### config.mk
export PLATFORM = sky130hd
export DESIGN_NAME = seq_divider
export DESIGN_NICKNAME = d
export VERILOG_FILES = /design/src/rtl/seq_divider.sv
export SDC_FILE = /design/constraint.sdc
export NUM_CORES = 1
export LEC_CHECK = 0
export ABC_AREA = 1
export CORE_ASPECT_RATIO = 2
export CORE_MARGIN = 8
export CORE_UTILIZATION = 62
export CTS_BUF_LIST = sky130_fd_sc_hd__clkbuf_8
export DETAILED_ROUTE_END_ITERATION = 8
export GPL_TIMING_DRIVEN = 0
export HOLD_SLACK_MARGIN = 0.03
export PLACE_DENSITY = 0.92
export SYNTH_ARGS = -nofsm -noshare
export SYNTH_HDL_FRONTEND = slang
export SYNTH_SLANG_ARGS = --single-unit
export TNS_END_PERCENT = 10
### constraint.sdc
create_clock -name clock -period 5.4 [get_ports clock]
set_clock_uncertainty 0.05 [all_clocks]
set_input_delay 0.54 -clock clock [delete_from_list [all_inputs] [get_ports clock]]
set_output_delay 0.54 -clock clock [all_outputs]
set_load 0.005 [all_outputs]
### src/rtl/seq_divider.sv
// Restoring shift-subtract divider, one quotient bit per clock, result after 33 edges.
// Define DIV_SIGNED_EN for two's-complement operands; the default build is unsigned.
module seq_divider #(
    parameter int WIDTH = 32
) (
    input  logic             clock,
    input  logic             reset_n,
    input  logic             start,
    input  logic [WIDTH-1:0] data_operandA,
    input  logic [WIDTH-1:0] data_operandB,
    output logic             busy,
    output logic [WIDTH-1:0] data_quotient,
    output logic [WIDTH-1:0] data_remainder,
    output logic             data_exception,
    output logic             data_resultRDY,
    output logic [1:0]       dbg_state
);

    // Handshake: start is taken only in IDLE; data_resultRDY is a single-cycle
    // pulse during which quotient/remainder/exception are valid (they also hold afterwards).

    localparam int CW = $clog2(WIDTH + 1);

    typedef enum logic [1:0] {
        IDLE = 2'd0,
        RUN  = 2'd1,
        DONE = 2'd2
    } state_t;

    state_t            state;
    logic [CW-1:0]     count;
    logic [WIDTH-1:0]  quo_sh;
    logic [WIDTH-1:0]  divisor;
    logic [WIDTH:0]    rem;
    logic              div_zero;

    logic [WIDTH-1:0]  mag_a;
    logic [WIDTH-1:0]  mag_b;
    logic [WIDTH-1:0]  fin_q;
    logic [WIDTH-1:0]  fin_r;
    logic              fin_exc;

    logic [WIDTH:0]    rem_sh;
    logic [WIDTH:0]    trial;

    assign dbg_state = state;

    // One restoring step: bring in the next dividend bit, try subtracting the divisor.
    assign rem_sh = {rem[WIDTH-1:0], quo_sh[WIDTH-1]};
    assign trial  = rem_sh - {1'b0, divisor};

`ifdef DIV_SIGNED_EN
    logic neg_q;
    logic neg_r;
    logic ovf;

    assign mag_a   = data_operandA[WIDTH-1] ? -data_operandA : data_operandA;
    assign mag_b   = data_operandB[WIDTH-1] ? -data_operandB : data_operandB;
    assign fin_q   = neg_q ? -quo_sh : quo_sh;
    assign fin_r   = neg_r ? -rem[WIDTH-1:0] : rem[WIDTH-1:0];
    assign fin_exc = div_zero | ovf;
`else
    assign mag_a   = data_operandA;
    assign mag_b   = data_operandB;
    assign fin_q   = quo_sh;
    assign fin_r   = rem[WIDTH-1:0];
    assign fin_exc = div_zero;
`endif

    always_ff @(posedge clock) begin
        if (!reset_n) begin
            state          <= IDLE;
            count          <= '0;
            quo_sh         <= '0;
            divisor        <= '0;
            rem            <= '0;
            div_zero       <= 1'b0;
            busy           <= 1'b0;
            data_quotient  <= '0;
            data_remainder <= '0;
            data_exception <= 1'b0;
            data_resultRDY <= 1'b0;
`ifdef DIV_SIGNED_EN
            neg_q          <= 1'b0;
            neg_r          <= 1'b0;
            ovf            <= 1'b0;
`endif
        end else begin
            case (state)
                IDLE: begin
                    data_resultRDY <= 1'b0;
                    if (start) begin
                        // A zero divisor preloads the final answer so the first RUN cycle just publishes it.
                        div_zero <= (data_operandB == '0);
                        quo_sh   <= (data_operandB == '0) ? '0 : mag_a;
                        rem      <= (data_operandB == '0) ? {1'b0, mag_a} : '0;
                        divisor  <= mag_b;
                        count    <= '0;
                        busy     <= 1'b1;
                        state    <= RUN;
`ifdef DIV_SIGNED_EN
                        neg_q    <= data_operandA[WIDTH-1] ^ data_operandB[WIDTH-1];
                        neg_r    <= data_operandA[WIDTH-1];
                        ovf      <= (data_operandA == {1'b1, {(WIDTH-1){1'b0}}}) &&
                                    (data_operandB == {WIDTH{1'b1}});
`endif
                    end
                end

                RUN: begin
                    // The cycle after the last step applies the sign fix-up and publishes.
                    if (div_zero || count == CW'(WIDTH)) begin
                        data_quotient  <= fin_q;
                        data_remainder <= fin_r;
                        data_exception <= fin_exc;
                        data_resultRDY <= 1'b1;
                        busy           <= 1'b0;
                        state          <= DONE;
                    end else begin
                        rem    <= trial[WIDTH] ? rem_sh : trial;
                        quo_sh <= {quo_sh[WIDTH-2:0], ~trial[WIDTH]};
                        count  <= count + CW'(1);
                    end
                end

                DONE: begin
                    data_resultRDY <= 1'b0;
                    state          <= IDLE;
                end

                default: begin
                    state          <= IDLE;
                    busy           <= 1'b0;
                    data_resultRDY <= 1'b0;
                end
            endcase
        end
    end

endmodule

# Word-level counts from Yosys, hierarchy flattened
# Cells that the tools add are included.
dict set report op_classes {
  addsub 2
  eq_ne 6
  n_mux 18
  n_bitwise 2
  n_reduce_logical 10
}
# op n
set ops {}
lappend ops {{$mux 32} 7}
lappend ops {{$pmux 32 s2} 2}
lappend ops {{$sub 33x32->33} 1}
lappend ops {{$logic_not 32->1} 1}
lappend ops {{$mux 6} 2}
lappend ops {{$pmux 6 s2} 1}
lappend ops {{$reduce_and 2->1} 4}
lappend ops {{$add 6x1->6 const B} 1}
lappend ops {{$eq 6x6->1 const B} 1}
lappend ops {{$ne 2x2->1 const B} 3}
lappend ops {{$reduce_and 3->1} 2}
lappend ops {{$mux 2} 2}
lappend ops {{$pmux 2 s2} 1}
lappend ops {{$pmux 1 s3} 1}
lappend ops {{$eq 2x1->1 const B} 1}
lappend ops {{$eq 2x2->1 const B} 1}
lappend ops {{$logic_not 2->1} 1}
lappend ops {{$mux 1} 2}
lappend ops {{$not 1->1} 2}
lappend ops {{$reduce_bool 2->1} 1}
lappend ops {{$logic_or 1x1->1} 1}
dict set report totals {
  regBits 172
  inputBits 67
  out_inout_bits 69
}

# Logic depth before layout (Yosys ltp)
# Gate-level depths: netlist of run 1.
dict set report depth {
  word_depth 4
  mapped_depth 19
  mapped_depth_nobuf 18
}

# Worst setup path after synthesis of run 1
# OpenSTA, ideal clock, no wires.
dict set report synth_timing {
  path_kind {register to register}
  startpoint {register quo_sh[31] (netlist: fin_q[31])}
  endpoint {register rem[10]}
  t_arrival_ns 2.030
  setup_slack_ns 3.201
  path_stages_with_launch 19
  n_path_buf 1
  path_cell_list {dfxtp_1 inv_1 ha_1 fa_1 inv_1 nand2_1 nand2_1 nand3_1 nand2_2 nand2_1 nand2_2 nand2_2 nand2_2 nand2_1 nand2_2 buf_2 nand2_1 nand3_1 a21oi_1}
}
dict set report synth_between {
  elab_chain_len 4
}
# element line_no
set synth_rtl {}
lappend synth_rtl {{start: declaration} 32} ;# logic [WIDTH-1:0] quo_sh;
lappend synth_rtl {{start signal: assignment} 95} ;# quo_sh <= (data_operandB == '0) ? '0 : mag_a;
lappend synth_rtl {{start signal: assignment} 121} ;# quo_sh <= {quo_sh[WIDTH-2:0], ~trial[WIDTH]};
lappend synth_rtl {{$sub 33x32->33} 50} ;# assign trial = rem_sh - {1'b0, divisor};
lappend synth_rtl {{$mux 32} 120} ;# rem <= trial[WIDTH] ? rem_sh : trial;
lappend synth_rtl {{$mux 32} 112} ;# if (div_zero || count == CW'(WIDTH)) begin
lappend synth_rtl {{$pmux 32 s2} 89} ;# case (state)
lappend synth_rtl {{end signal: assignment} 96} ;# rem <= (data_operandB == '0) ? {1'b0, mag_a} : '0;
lappend synth_rtl {{end signal: assignment} 120}
lappend synth_rtl {{end: declaration} 34} ;# logic [WIDTH:0] rem;
# No other way between the ends. The select of a mux whose other input is x is not followed.
# A chain may end at the register's enable or synchronous reset.

# Final worst setup path of run 1
dict set report layout_timing {
  startpoint {register rem[29]}
  endpoint {register rem[26]}
}
dict set report layout_between {
  elab_chain_len 4
}
# element line_no
set layout_rtl {}
lappend layout_rtl {{$sub 33x32->33} 50}
lappend layout_rtl {{$mux 32} 120}
lappend layout_rtl {{$mux 32} 112}
lappend layout_rtl {{$pmux 32 s2} 89}
# No other way between the ends. The select of a mux whose other input is x is not followed.

==> impl_metrics.ini, run 1 <==
[yosys]
synth_cells = 1555
ys_seq_elements = 172
ys_seq_area_share_pct = 35.2
syn_nets = 1657
avgSynthCellArea_um2 = 6.29
synth_cell_type_count = 32
syn_area_mm2 = 0.00979
synth_top_flop_cell = dfxtp_1
yosys_warnings = 0
synth-edff-count = 0
synth-async-reset-ratio_pct = 0

[critical_path]
critPathCaptureType = flop
crit_fanout = 10
r2r_slack_ns = 2.33
crit_path_start_kind = flop
arrival_ns = 3.41
worstPathRequired_ns = 5.73
critPathKind = flop to flop

[sta]
period_share_pct = 56.9
max_slew_margin_pct = 54.4
fin_setup_tns_ns = 0
tightest_slew_ns = 0.685
whs_ns = 0.415
post-route-min-period_ns = 3.07
hold_viol = 0
rsz0062_at_grt = no
slew_viol_final = 0
fmax_mhz = 325
setup_viol = 0

[place]
io_buffers = 134
place_hpwl_um = 26800
gp_congestion = 0.986

[clock_tree]
numCtsBuffers = 17
cts_max_level = 4
cts_sinks = 172
cts_setup_buffers = 0
cts_hold_buf = 0
ctsRootBufferMaster = clkbuf_8
clockBufferDepth = 2
clk_pin_slew_ns = 0.11
cts_tree = done
cts-resized-gates = 0
clk_latency_ns = 0.48

[routing]
viasPerCell = 5.68
detail-route-antenna-nets = 0
drc = 0
drt_iter0_drc = 926
vias = 10924
wl_per_cell_um = 17.8
detail_route.wirelength_um = 34300
first_pass_iters = 6

[min_path]
worst_hold_path_type = flop to flop

[global_routing]
grtUsageMet1_pct = 35.5
antenna_found_initial = 0
busiest_layer = met2
grt.overflow.total = 0
grt_use_total_pct = 33.3
grt_pass1_vias = 10734
grt_pass1_wl_um = 54000
grt_use_met2_pct = 55.8
grt_max_degree = 18
use_met3_pct = 6.89

[floorplanning]
io_pins = 136
die_height_um = 194
die_area_mm2 = 0.0203
rows = 65
initial_core_util_pct = 62.7
core-area_mm2 = 0.0156
dieWidth_um = 105

[finish]
post_route_cells_drive_above_1_share_pct = 4.47
diodes = 0
area_growth_pct = 20.6
fill_cells = 1236
nets = 1810

[power_and_ir_drop]
leakage_nw = 5.71
p_per_area_mw_per_mm2 = 329
ir_drop_mv = 0.330

[job]
maxCapViolations = 0

[outcome]
outcome = finished, final reports clean
[cell usage after synthesis (3+ instances only)]
library cell	number	share of area [%]
dfxtp_1	172	35
nand3_1	72	3.7
nand4_1	11	0.70
nand2_1	425	16
inv_2	4	0.15
a21oi_1	218	11
clkbuf_1	53	2.0
buf_6	4	0.46
buf_2	13	0.66
ha_1	34	4.3
and2_1	5	0.32
nor3_1	6	0.31
nor2_1	88	3.4
nand2_2	14	0.89
inv_1	255	9.8
o21ai_0	127	6.5
nor4_1	6	0.38
nor2_2	8	0.51
o22ai_1	8	0.51
buf_1	3	0.12
xor2_1	13	1.2
[where the power goes]
group	internal [W]	switching (W)	leakage, nW
Clock	0.000443	0.000550	0.213
Sequential	0.00135	0.0000769	1.41
Combinational	0.000476	0.000990	4.09
[layout by cell type, fill, tap and decap left out, types with 14 or more instances in the layout]
cell / Yosys / routed
dfxtp_1: 172 / 172
nand2_1: 425 / 425
nand2_2: 14 / 14
clkbuf_1: 53 / 53
nand3_1: 72 / 72
clkdlybuf4s50_1: 0 / 134
nor2_1: 88 / 88
inv_1: 255 / 256
a21oi_1: 218 / 218
ha_1: 34 / 34
o21ai_0: 127 / 127
clkbuf_8: 0 / 18
[state kept, by name, indices dropped and copies added, names as in the netlist]
register,flops
data_quotient,32
data_remainder,32
divisor,32
fin_q,32
rem,32
count,6
dbg_state,2
busy,1
data_exception,1
data_resultRDY,1
div_zero,1
[cell families (layout without fill, tap and decap cells)]
group | Yosys count | in the layout | synth area share, %
AO/OA/AOI/OAI | 357 | 357 | 18.5
XOR/XNOR | 15 | 15 | 1.34
adder cells (fa/ha/maj) | 35 | 35 | 4.55
buffers and inverters | 332 | 498 | 13.2
flip-flops | 172 | 172 | 35.2
AND/OR/NAND/NOR | 644 | 644 | 27.2
[metal layers]
layer | part of all wire [%] | up-vias
met5 | 0 | -
met2 | 47 | 624
met4 | 8.2 | 0
met1 | 37 | 4905
li1 | - | 5218
met3 | 7.9 | 177
[metrics by stage]
| step | util, % | area, um^2 | power [W] | instances | setup slack (ns) |
|---|---|---|---|---|---|
| CTS | 75.6 | 11800 | 0.00383 | 1922 | 2.48 |
| finish | 75.6 | 11800 | 0.00388 | 1922 | 2.33 |
| floorplan | - | 9790 | 0.00242 | 1555 | 3.20 |
| global route | 75.6 | 11800 | 0.00409 | 1922 | 2.35 |
| detailed placement | 72.9 | 11400 | 0.00287 | 1890 | 2.17 |
| global placement | 72.9 | 11400 | 0.00284 | 1890 | 2.26 |
[path summary, 6_finish.rpt]
| kind | start | end | depth (start not counted) |
|---|---|---|---|
| setup / recovery | rem[29] | rem[26] | 12 |
| hold reg to reg | data_quotient[20] | data_quotient[20] | 2 |
| setup reg to reg | rem[29] | rem[26] | 12 |
| hold / removal | data_quotient[20] | data_quotient[20] | 2 |
[worst max-delay path, stage by stage, from the launching register on]
cell     delay, ns
dfxtp_1       0.47
ha_1          0.36
nand2_1       0.20
a21oi_1       0.08
nor2_1        0.27
nand2_1       0.11
a21oi_1       0.45
nand3_1       0.22
nand2_4       0.16
buf_6         0.17
nand3_1       0.21
nand2_1       0.14
a21oi_1       0.06
[cell type report]
type / instances / area (um^2) / share of cell area, %
multi-input combinational: 1051 / 5050 / 42.8
sequential: 172 / 3440 / 29.2
timing repair buffer: 134 / 1340 / 11.4
inverter: 259 / 972 / 8.23
buffer: 73 / 320 / 2.71
tap: 201 / 251 / 2.13
clock buffer: 18 / 248 / 2.10
clock inverter: 14 / 180 / 1.53
(Power assumes the default switching activity.)
==> inputs of run 2 (changes only) <==
Settings changed: CORE_UTILIZATION 62 to 52, PLACE_DENSITY 0.92 to 0.82.
Clock period 5.4 ns to 2.8 ns, I/O delays scaled along.
==> impl_metrics.ini, run 2 (synthesis gave the netlist of run 1 again) <==
[clock_tree]
cts_sinks = 172
clockBufferDepth = 2
clk_latency_ns = 0.47
cts_max_level = 4
clk_pin_slew_ns = 0.09
numCtsBuffers = 17
cts_tree = done
ctsRootBufferMaster = clkbuf_8
cts_hold_buf = 0

[finish]
final_core_util_pct = 63.2
final_cell_mix = nand2_1, inv_1, a21oi_1
post_route_cells_drive_above_1_share_pct = 4.48
nets = 1810
diodes = 0
area_growth_pct = 20.5
layout_commonest_cell = nand2_1

[sta]
setup_viol = 0
tightest_slew_ns = 0.712
post-route-min-period_ns = 2.72
fmax_mhz = 367
rsz0062_at_grt = yes
whs_ns = 0.271
slew_viol_final = 0
period_share_pct = 97.2
max_slew_margin_pct = 52.5
hold_viol = 0

[critical_path]
critPathKind = input pin to flop
path_cells = clkdlybuf4s50_1 > nor4_1 > nand3_1 > nor2_1 > inv_1 > clkbuf_1 > nand2_1 > a21oi_1
critPathCaptureType = flop
crit_path_start_kind = input pin
worstPathRequired_ns = 3.11
r2r_end = rem[26]
r2r_slack_ns = 0.16
slowest_delay_ns = 0.59
crit_fanout = 10
reg2reg_from = fin_q[31]
cp_slowest_cell = nor2_1
worstRegToRegCells = 18
arrival_ns = 3.04

[min_path]
hold_path_startpoint = reset_n
worst_hold_path_type = input pin to flop
hold_end = count[5]
hold_depth = 3

[power_and_ir_drop]
leakage_nw = 5.69
seq_power_share_pct = 37.6
switching_share_pct = 40.5
clkPwrFrac_pct = 24.2
internal_power_w = 0.00431
finalPower_w = 0.00724
p_per_area_mw_per_mm2 = 614
ir_drop_mv = 0.325
switching_power_w = 0.00293
pwr-share-comb_pct = 38.2

[routing]
wl_met3_um = 1430
top_layer_used = met4
drt_iter0_drc = 571
wl_per_cell_um = 17.3
vias = 10329
first_pass_iters = 5
viasPerCell = 5.33
drc = 0
detail-route-antenna-nets = 0
wirelength_met1_um = 11700
wl_met2_um = 17600
detail_route.wirelength_um = 33600

[floorplanning]
die_height_um = 210
die_area_mm2 = 0.0237
dieWidth_um = 113
rows = 71
io_pins = 136
core-area_mm2 = 0.0187
initial_core_util_pct = 52.5

[global_routing]
grt.overflow.total = 0
grt_use_total_pct = 28.0
grt_max_degree = 17
grt_pass1_vias = 10434
antenna_found_initial = 0
grt_pass1_wl_um = 51500

[place]
gp_congestion = 0.964
io_buffers = 134
place_hpwl_um = 27700

[job]
maxCapViolations = 0

[outcome]
outcome = finished, final reports clean
run 2: changes by cell type in the layout (fill, tap and decap cells not counted):
cell,before,now
clkinv_8,2,0
clkbuf_4,0,1
buf_4,0,1
clkbuf_8,18,17
nand2_2,14,15
nand2_1,425,424
inv_8,3,0
clkinvlp_4,2,3
o21ai_1,0,1
clkinv_4,1,2
clkinv_2,0,3
o21ai_0,127,126
buf_2,13,11
run 2: worst max path at each step:
stage | startpoint | end | slack (ns) | cells after the start
6_report | data_operandB[31] | fin_q[24] | 0.08 | 8
5_1_grt | fin_q[31] | rem[29] | -0.006 | 19
4_1_cts | fin_q[31] | rem[10] | 0.15 | 18
3_5_place_dp | data_operandB[31] | fin_q[24] | -0.34 | 8
3_3_place_gp | data_operandB[31] | fin_q[24] | -0.40 | 8
2_1_floorplan | fin_q[31] | rem[10] | 0.60 | 18
run 2: cell type report:
| cell class | count | area [um^2] |
|---|---|---|
| timing repair buffer | 134 | 1340 |
| tap | 219 | 274 |
| inverter | 259 | 972 |
| clock buffer | 17 | 234 |
| fill | 1855 | 6870 |
| multi-input combinational | 1051 | 5050 |
| buffer | 73 | 325 |
| sequential | 172 | 3440 |
| clock inverter | 14 | 145 |
run 2: timing repair:
action	4_1_cts	5_1_grt
setup buffers	0	0
hold endpoints to repair	0	0
resized for setup	0	5
setup endpoints to repair	0	17
run 2: routing by layer:
| layer | global-route usage [%] | vias to the layer above |
|---|---|---|
| met2 | 52.8 | 350 |
| met5 | 0 | - |
| met3 | 3.27 | 130 |
| met4 | 24.4 | 0 |
| li1 | - | 5217 |
| met1 | 25.6 | 4632 |
run 2: stage by stage:
stage	instances	setup TNS [ns]	area (um^2)	setup slack, ns
5_1_grt	1939	-0.00932	11800	-0.00612
3_5_place_dp	1908	-14.19	11400	-0.338
6_report	1939	0	11800	0.0777
2_1_floorplan	1555	0	9790	0.601
3_3_place_gp	1908	-19.00	11400	-0.403
4_1_cts	1939	0	11800	0.154
run 2: power by group through the flow:
stage	registers (W)	logic [W]	clock network, W
final	0.00272	0.00277	0.00175
after global routing	0.00273	0.00309	0.00184
after CTS	0.00271	0.00272	0.00175
after detailed placement	0.00277	0.00270	0
after global placement	0.00276	0.00266	0
after floorplan	0.00272	0.00194	0
run 2: worst max-delay path, delay by kind of cell:
family / cells / cell delay [ns]
AND/OR/NAND/NOR: 4 / 1.52
AO/OA/AOI/OAI: 1 / 0.07
buffers and inverters: 3 / 1.15
==> inputs of run 3 (changes only) <==
Settings changed: CORE_UTILIZATION 52 to 57, PLACE_DENSITY 0.82 to 0.86.
Clock period 2.8 ns to 3.1 ns, I/O delays scaled along.
==> impl_metrics.ini, run 3 (synthesis gave the netlist of run 1 again) <==
[critical_path]
worstRegToRegCells = 18
cpMostUsedCell = nand2_2
path_cells = inv_1 > ha_1 > fa_1 > inv_1 > nand2_1 > nand2_1 > nand3_1 > nand2_2 > nand2_1 > nand2_2 > nand2_2 > nand2_2 > nand2_2 > nand2_4 > buf_6 > nand3_1 > nand2_1 > a21oi_1
critPathKind = flop to flop
reg2reg_from = fin_q[31]
worstPathRequired_ns = 3.41
r2r_end = rem[26]
arrival_ns = 3.07
r2r_slack_ns = 0.35
crit_start = fin_q[31]
crit_path_start_kind = flop
crit_fanout = 10
slowest_delay_ns = 0.42
critPathCaptureType = flop
cp_slowest_cell = fa_1

[global_routing]
grt_use_total_pct = 31.6
grt_pass1_vias = 10543
antenna_found_initial = 0
grt_pass1_wl_um = 54000
grt.overflow.total = 0
grt_max_degree = 18

[place]
gp_congestion = 0.994
io_buffers = 134
dp.cells = 1899
place_hpwl_um = 27800

[routing]
detail_route.wirelength_um = 34900
viasPerCell = 5.58
wl_per_cell_um = 18.1
vias = 10761
drt_iter0_drc = 813
drc = 0
first_pass_iters = 6
detail-route-antenna-nets = 0

[min_path]
hold_depth = 3
worst_hold_path_type = input pin to flop
hold_end = count[4]
hold_path_startpoint = reset_n

[power_and_ir_drop]
p_per_area_mw_per_mm2 = 561
clkPwrFrac_pct = 23.3
pwr-share-comb_pct = 39.0
finalPower_w = 0.00660
switching_power_w = 0.00284
leakage_nw = 5.68
switching_share_pct = 43.0
ir_drop_mv = 0.417
seq_power_share_pct = 37.6
internal_power_w = 0.00376

[clock_tree]
cts-resized-gates = 0
clk_latency_ns = 0.47
clk_pin_slew_ns = 0.10
cts_max_level = 4
ctsRootBufferMaster = clkbuf_8
cts_setup_buffers = 0
cts_hold_buf = 0
numCtsBuffers = 17
cts_tree = done
clockBufferDepth = 2
cts_sinks = 172

[floorplanning]
die_area_mm2 = 0.0219
dieWidth_um = 109
core-area_mm2 = 0.0170
initial_core_util_pct = 57.5
rows = 68
die_height_um = 201
io_pins = 136

[sta]
tightest_slew_ns = 0.740
period_share_pct = 88.8
post-route-min-period_ns = 2.75
fmax_mhz = 363
rsz0062_at_grt = no
fin_setup_tns_ns = 0
setup_viol = 0
max_slew_margin_pct = 50.6
hold_viol = 0
slew_viol_final = 0

[finish]
regArea_mm2 = 0.00344
nets = 1810
final_cell_mix = nand2_1, inv_1, a21oi_1
layout.cells.non_filler = 1930
multiInputGateArea_mm2 = 0.00505
area_growth_pct = 20.2
diodes = 0
layout_commonest_cell = nand2_1
fill_cells = 1544
post_route_cells_drive_above_1_share_pct = 4.42

[outcome]
outcome = finished, final reports clean

[job]
maxCapViolations = 0
-- run 3: cell types whose count changed in the layout (fill, tap and decap cells not counted), moves of 2 or more --
cell and delta:
clkinv_4 +2, bufinv_16 -2, clkinv_2 -3, buf_2 +2, clkinv_8 +2, inv_8 +3
-- run 3: per-stage QoR --
step | setup WS, ns | hold slack [ns] | cell area [um^2] | utilization [%]
floorplan | 0.901 | 0.378 | 9790 | -
detailed placement | 0.163 | 0.404 | 11400 | 66.9
global placement | 0.181 | 0.390 | 11400 | 66.9
finish | 0.346 | 0.296 | 11800 | 69.1
CTS | 0.370 | 0.256 | 11800 | 69.1
global route | 0.167 | 0.282 | 11800 | 69.1
-- run 3: power groups by stage --
stage	registers [W]	logic, W	clock network, W
after floorplan	0.00246	0.00175	0
after global placement	0.00252	0.00248	0
after detailed placement	0.00252	0.00251	0
after CTS	0.00247	0.00253	0.00153
after global routing	0.00249	0.00285	0.00161
final	0.00248	0.00258	0.00154
-- run 3: metal layers --
metal  routed length, um  GRT usage [%]  vias to the layer above
met3                2390           4.74                      132
li1                    -              -                     5221
met2               17000           54.1                      578
met4                2430           21.6                        0
met1               13100           34.5                     4830
met5                   0              0                        -
-- run 3: layout make-up --
type / instances / share of cell area (%)
multi-input cells: 1051 / 42.9
flip-flops and latches: 172 / 29.3
repair buffers: 134 / 11.4
inverters: 259 / 8.27
plain buffers: 73 / 2.72
well taps: 210 / 2.23
clock buffers: 17 / 1.99
clock inverters: 14 / 1.17
-- run 3: critical path: cells and delay by family, from the launching register on --
family	cells	cell delay, ns
AND/OR/NAND/NOR	12	1.11
adder cells (fa/ha/maj)	2	0.66
buffers and inverters	3	0.40
flip-flops	1	0.35
AO/OA/AOI/OAI	1	0.06
-- run 3: worst max path at each step --
stage / endpoint / cells after the start
final: rem[26] / 18
after global routing: rem[12] / 18
after CTS: rem[26] / 18
after detailed placement: rem[18] / 7
after global placement: fin_q[22] / 8
after floorplan: rem[10] / 18
==> RTL change 1, RTL diff (config.mk and constraints of run 2) <==
Change the parameter `WIDTH` from 32 to 64.
--- a/src/rtl/seq_divider.sv
+++ b/src/rtl/seq_divider.sv
@@ -2,5 +2,5 @@
 // Define DIV_SIGNED_EN for two's-complement operands; the default build is unsigned.
 module seq_divider #(
-    parameter int WIDTH = 32
+    parameter int WIDTH = 64
 ) (
     input  logic             clock,
Ports: changed (resized data_operandA, data_operandB, data_quotient and data_remainder); port bits go from 136 to 264. The function was not compared with the original's and may differ.
==> RTL change 1 against run 2 <==
- the run now ends with setup timing left
- first-iteration DRC count grew to 3.1 times the old value
- largest power group unchanged
- worst setup slack lost 120 ps
- sequential cell count grew 161
- cell area grew 120%
- wire length grew 150%
- maximum frequency shrank 4.2%
- highest routed layer is now met5
- count of clock-buffer cells in the layout grew 45
- sequential share of layout area shrank 3.1 points
- synthesized area grew 110%
- global-route usage grew 6.9 points
- cell count grew 110%
- power grew 140%
- clock power grew 140%
==> RTL change 1: results (changes against run 2) <==
- Run status: complete, but fails checks (was finished clean)
- Violations in the final reports: setup timing
- Cell type group with the largest total delay on the critical path: buffers and inverters (was simple AND/OR/NAND/NOR gates)
- Slowest-stage cell, CP: sky130_fd_sc_hd__nor4_1 (was sky130_fd_sc_hd__nor2_1)
- Startpoint of the most critical register-to-register path: fin_q[63]$_SDFFE_PN0P_ (was fin_q[31]$_SDFFE_PN0P_)
- Via count of the first global-routing pass: 21700 (was 10400)
- Placed insts: 4042 (was 1908)
- Sequential-to-total area share from yosys stat: 32.6% (was 35.2%)
- Final setup slack of the worst path: -41.4 ps (was 77.7 ps)
- Transition time at the pin with the least slew margin: 1350 ps (was 712 ps)
- Critical hold path startpoint: data_operandB[19] (was reset_n)
- Clock latency on the worst-skew pair: 640 ps (was 470 ps)
- Drt pass-1 iters: 7 (was 5)
- Crit path DAT: 3350 ps (was 3040 ps)
- Number of design rule violations left after detail routing: 0 (unchanged)
- Worst-case vdd ir drop: 532 uV (was 325 uV)
- Delay of the slowest critical-path stage: 560 ps (was 590 ps)
- Global-route wire length before repair: 122000 um (was 51500 um)
- Top cells by count, synth: sky130_fd_sc_hd__nand2_1 (884), sky130_fd_sc_hd__inv_1 (612), sky130_fd_sc_hd__dfxtp_1 (333) (was sky130_fd_sc_hd__nand2_1 (425), sky130_fd_sc_hd__inv_1 (255), sky130_fd_sc_hd__a21oi_1 (218))
- Maximum number of pins on one net before global-route repair: 14 (was 17)
- Estimated wirelength of the detail-placed design: 67600 um (was 27700 um)
- Clock buffers created by TritonCTS: 46 (was 17)
- Number of setup violations in the final report: 5 (was 0)
- Net Count, Synth: 3453 (was 1657)
- Iter 0 DRT Violations: 1758 (was 571)
- Ratio of cells with drive above 1 in the final layout: 10.4% (was 4.48%)
- Final Wtd Congestion: 1.00 (was 0.964)
- Number of buffers inserted by port buffering: 262 (was 134)
- Number of library cell types mapped by synthesis: 35 (was 32)
- CTS HTree Levels: 2 (was 4)
- Number of nets in the finished design: 3781 (was 1810)
- Source of the critical timing path: data_operandB[1] (was data_operandB[31])
- Root buffer cell: sky130_fd_sc_hd__clkbuf_8 (unchanged)
- Total leakage power: 0.0122 uW (was 0.00569 uW)
- Total global-route track usage: 34.8% (was 28.0%)
- Synth async-reset ratio: 0% (unchanged)
- Post-detailed-route wirelength per cell: 20.1 um (was 17.3 um)
- Synth warn: 0 (unchanged)
- Routed vias/inst: 5.41 (was 5.33)
- Classification of the worst-slack hold path: in -> reg (unchanged)
- Clock-pin transition on the worst setup and hold timing paths: 70 ps (was 90 ps)
- Cells after synthesis: 3255 (was 1555)
- Area contributors post-synth: sky130_fd_sc_hd__dfxtp_1 (33%), sky130_fd_sc_hd__nand2_1 (16%), sky130_fd_sc_hd__inv_1 (11%) (was sky130_fd_sc_hd__dfxtp_1 (35%), sky130_fd_sc_hd__nand2_1 (16%), sky130_fd_sc_hd__a21oi_1 (11%))
- Maximum clock insertion buffer count: 3 (was 2)
- Initial antenna violation count: 1 (was 0)
- Final non-filler cell total: 4146 (was 1939)
- Sw Share: 43.6% (was 40.5%)
RTL change 1: cell count changes after synthesis, sizes merged, moves of 16 or more:
cell and delta:
clkbuf +63, a21oi +107, nand2 +506, o22ai +56, nand3 +121, nand4 +19
buf +16, o21ai +182, nor2 +51, inv +355, ha +32, dfxtp +161
RTL change 1: path summary, 6_finish.rpt:
path	end	slack [ps]	cells past startpoint
hold / removal	divisor[19]$_SDFFE_PN0P_	190	3
setup reg to reg	rem[28]$_SDFFE_PN0P_	30	22
hold reg to reg	data_quotient[45]$_SDFFE_PN0P_	410	2
setup / recovery	rem[36]$_SDFFE_PN0P_	-40	10
RTL change 1: cell type report:
| class | instances | area (um^2) |
|---|---|---|
| fillers | 3710 | 13600 |
| clock buffers | 62 | 853 |
| plain buffers | 152 | 739 |
| repair buffers | 280 | 2840 |
| flip-flops and latches | 333 | 6670 |
| multi-input cells | 2156 | 11300 |
| inverters | 614 | 2310 |
| clock inverters | 23 | 176 |
| well taps | 525 | 657 |
| diodes | 1 | 2.50 |
RTL change 1: worst min-delay path: cells and delay by family:
family                 cells  cell delay, ps
buffers and inverters      2             460
AO/OA/AOI/OAI              1              80
RTL change 1: kinds of logic (layout without fill, tap and decap cells):
family / after synthesis / in the layout / share of synthesized area [%]
AO/OA/AOI/OAI: 709 / 709 / 18.8
XOR/XNOR: 31 / 31 / 1.33
adder cells (fa/ha/maj): 67 / 67 / 4.14
buffers and inverters: 766 / 1131 / 14.4
flip-flops: 333 / 333 / 32.6
other: 0 / 1 / 0
AND/OR/NAND/NOR: 1349 / 1349 / 28.7
RTL change 1: metrics by stage:
| step | setup slack [ps] | hold slack (ps) | cell area (um^2) | setup TNS (ps) |
|---|---|---|---|---|
| floorplan | 381 | 385 | 20500 | 0 |
| global placement | -1340 | 400 | 23700 | -86230 |
| detailed placement | -1360 | 401 | 23700 | -88730 |
| CTS | -110 | 168 | 25100 | -1170 |
| global route | -85.8 | 204 | 25500 | -1190 |
| finish | -41.4 | 191 | 25500 | -118 |
RTL change 1: power by group through the flow:
| stage | combinational, uW | clock, uW | sequential (uW) |
|---|---|---|---|
| global placement | 7090 | 0 | 5340 |
| CTS | 7660 | 4220 | 5250 |
| global route | 8770 | 4420 | 5290 |
| floorplan | 4910 | 0 | 5270 |
| finish | 8110 | 4200 | 5270 |
| detailed placement | 7150 | 0 | 5350 |
RTL change 1: per-layer routing:
layer  global-route usage, %  share of wire (%)  up-vias
met3                    4.86                6.9      261
met4                    30.6                9.9        2
li1                        -                  -    10900
met2                    60.0                 48      992
met1                    36.7                 35    10300
met5                       0              0.020        -
RTL change 1: what timing repair did:
item,in CTS,in global routing
endpoints found under the setup margin,152,65
resized for setup,66,100
pin swaps,2,13
endpoints found under the hold margin,0,0
setup buffers,10,6
gates cloned,2,0
==> RTL change 2, RTL diff (flow settings as in run 2) <==
Made on the original files. Make the reset (`reset_n`) asynchronous in one clocked block.
--- a/src/rtl/seq_divider.sv
+++ b/src/rtl/seq_divider.sv
@@ -68,5 +68,5 @@
 `endif
 
-    always_ff @(posedge clock) begin
+    always_ff @(posedge clock or negedge reset_n) begin
         if (!reset_n) begin
             state          <= IDLE;
Behaviour: differs if reset_n is asserted again (counterexample within 4 cycles, from zero or initial values and one cycle with reset_n low); with reset_n held inactive, the same outputs for 10 cycles.
==> RTL change 2 against run 2 <==
- first-iteration DRC count grew 45%
- maximum frequency grew 3.5%
- worst hold slack got worse by 3.4 ps
- worst setup slack improved by 92 ps
- synthesized area increased by 8.0%
- non-clock buffer count decreased by 8
- wire length up 2.8%
- highest routed layer unchanged
- via count decreased by 0.18%
- cell area rose by 7.8%
- sequential cell count stayed put
Power is left out: the tool's default activity adds up to more than one toggle a clock period on the data nets, which glitch-free logic cannot reach.
==> RTL change 2: results (changes against run 2) <==
- Run status: finished clean (unchanged)
- Number of nets in the finished design: 1733 (was 1810)
- Number of vias after detailed routing: 10300 (about the same)
- Met2 Track Usage GR: 48.2% (was 52.8%)
- Total length of routed met3 wires: 2390 um (was 1430 um)
- Routed vias/inst: 5.40 (was 5.33)
- Worst rel slew slack: 44.2% (was 52.5%)
- Length of routed wiring on met1: 12800 um (was 11700 um)
- Final Wtd Congestion: 0.979 (was 0.964)
- Estimated wirelength of the detail-placed design: 27600 um (was 27700 um)
- Net Count, Synth: 1577 (was 1657)
- Total of hold buffers inserted after clock tree synthesis: 1 (was 0)
- Number of buffers inserted by port buffering: 135 (was 134)
- Post-Place Cell Area: 0.0123 mm^2 (was 0.0114 mm^2)
- # fillers: 1862 (was 1855)
- Primary flip-flop cell chosen by synthesis mapping: sky130_fd_sc_hd__dfrtp_1 (was sky130_fd_sc_hd__dfxtp_1)
- Met2 routed wirelength: 17400 um (was 17600 um)
- Met3 track demand over resource: 5.27% (was 3.27%)
- Area contributors post-synth: sky130_fd_sc_hd__dfrtp_1 (41%), sky130_fd_sc_hd__nand2_1 (16%), sky130_fd_sc_hd__inv_1 (8.7%) (was sky130_fd_sc_hd__dfxtp_1 (35%), sky130_fd_sc_hd__nand2_1 (16%), sky130_fd_sc_hd__a21oi_1 (11%))
- Via count of the first global-routing pass: 10200 (was 10400)
- M1 GR Usage: 31.3% (was 25.6%)
- Drt pass-1 iters: 7 (was 5)
- Crit path DAT: 2980 ps (was 3040 ps)
- Iter 0 DRT Violations: 829 (was 571)
- Post-detailed-routing wire length: 34500 um (was 33600 um)
- Worst-case setup slack after placement: -30.6 ps (was -338 ps)
- Number of library cell types mapped by synthesis: 37 (was 32)
- Clock latency on the worst-skew pair: 500 ps (was 470 ps)
- Global-route wire length before repair: 53700 um (was 51500 um)
RTL change 2: critical path, cell delays in order (launching register included):
cell and delay [ps]:
sky130_fd_sc_hd__dfrtp_1 370, sky130_fd_sc_hd__inv_1 80, sky130_fd_sc_hd__ha_1 200, sky130_fd_sc_hd__nand3_1 70
sky130_fd_sc_hd__o21ai_0 140, sky130_fd_sc_hd__nand2_1 320, sky130_fd_sc_hd__clkbuf_1 600, sky130_fd_sc_hd__clkbuf_1 440
sky130_fd_sc_hd__nand2_1 140, sky130_fd_sc_hd__o21ai_0 130
RTL change 2: path summary, 6_finish.rpt:
check	startpoint	to	slack [ps]	cells after the start
worst min register to register	data_quotient[26]$_DFFE_PN0P_	data_quotient[26]$_DFFE_PN0P_	450	2
worst max-delay path	count[0]$_DFFE_PN0P_	data_remainder[5]$_DFFE_PN0P_	170	9
worst max register to register	count[0]$_DFFE_PN0P_	data_remainder[5]$_DFFE_PN0P_	170	9
min in group clock	data_operandB[16]	divisor[16]$_DFFE_PN0P_	320	3
max in group asynchronous	reset_n	data_remainder[31]$_DFFE_PN0P_	1510	3
worst min-delay path	reset_n	divisor[22]$_DFFE_PN0P_	270	2
RTL change 2: area by class of cell:
type                            instances  share of cell area [%]
Multi-Input combinational cell        985                    39.4
Sequential cell                       172                    33.9
Timing Repair Buffer                  137                    11.0
Inverter                              256                    7.56
Tap cell                              266                    2.62
Buffer                                 62                    2.32
Clock buffer                           17                    1.84
Clock inverter                         15                    1.39
RTL change 2: cell families (layout without fill, tap and decap cells):
kind of cell    Yosys count  in the layout  synth area share [%]
buf+inv                 318            487                  11.9
simple gates            689            689                  28.3
flops                   172            172                  40.7
xor+xnor                 15             15                  1.24
fa+ha+maj                35             35                  4.22
compound gates          246            246                  13.6
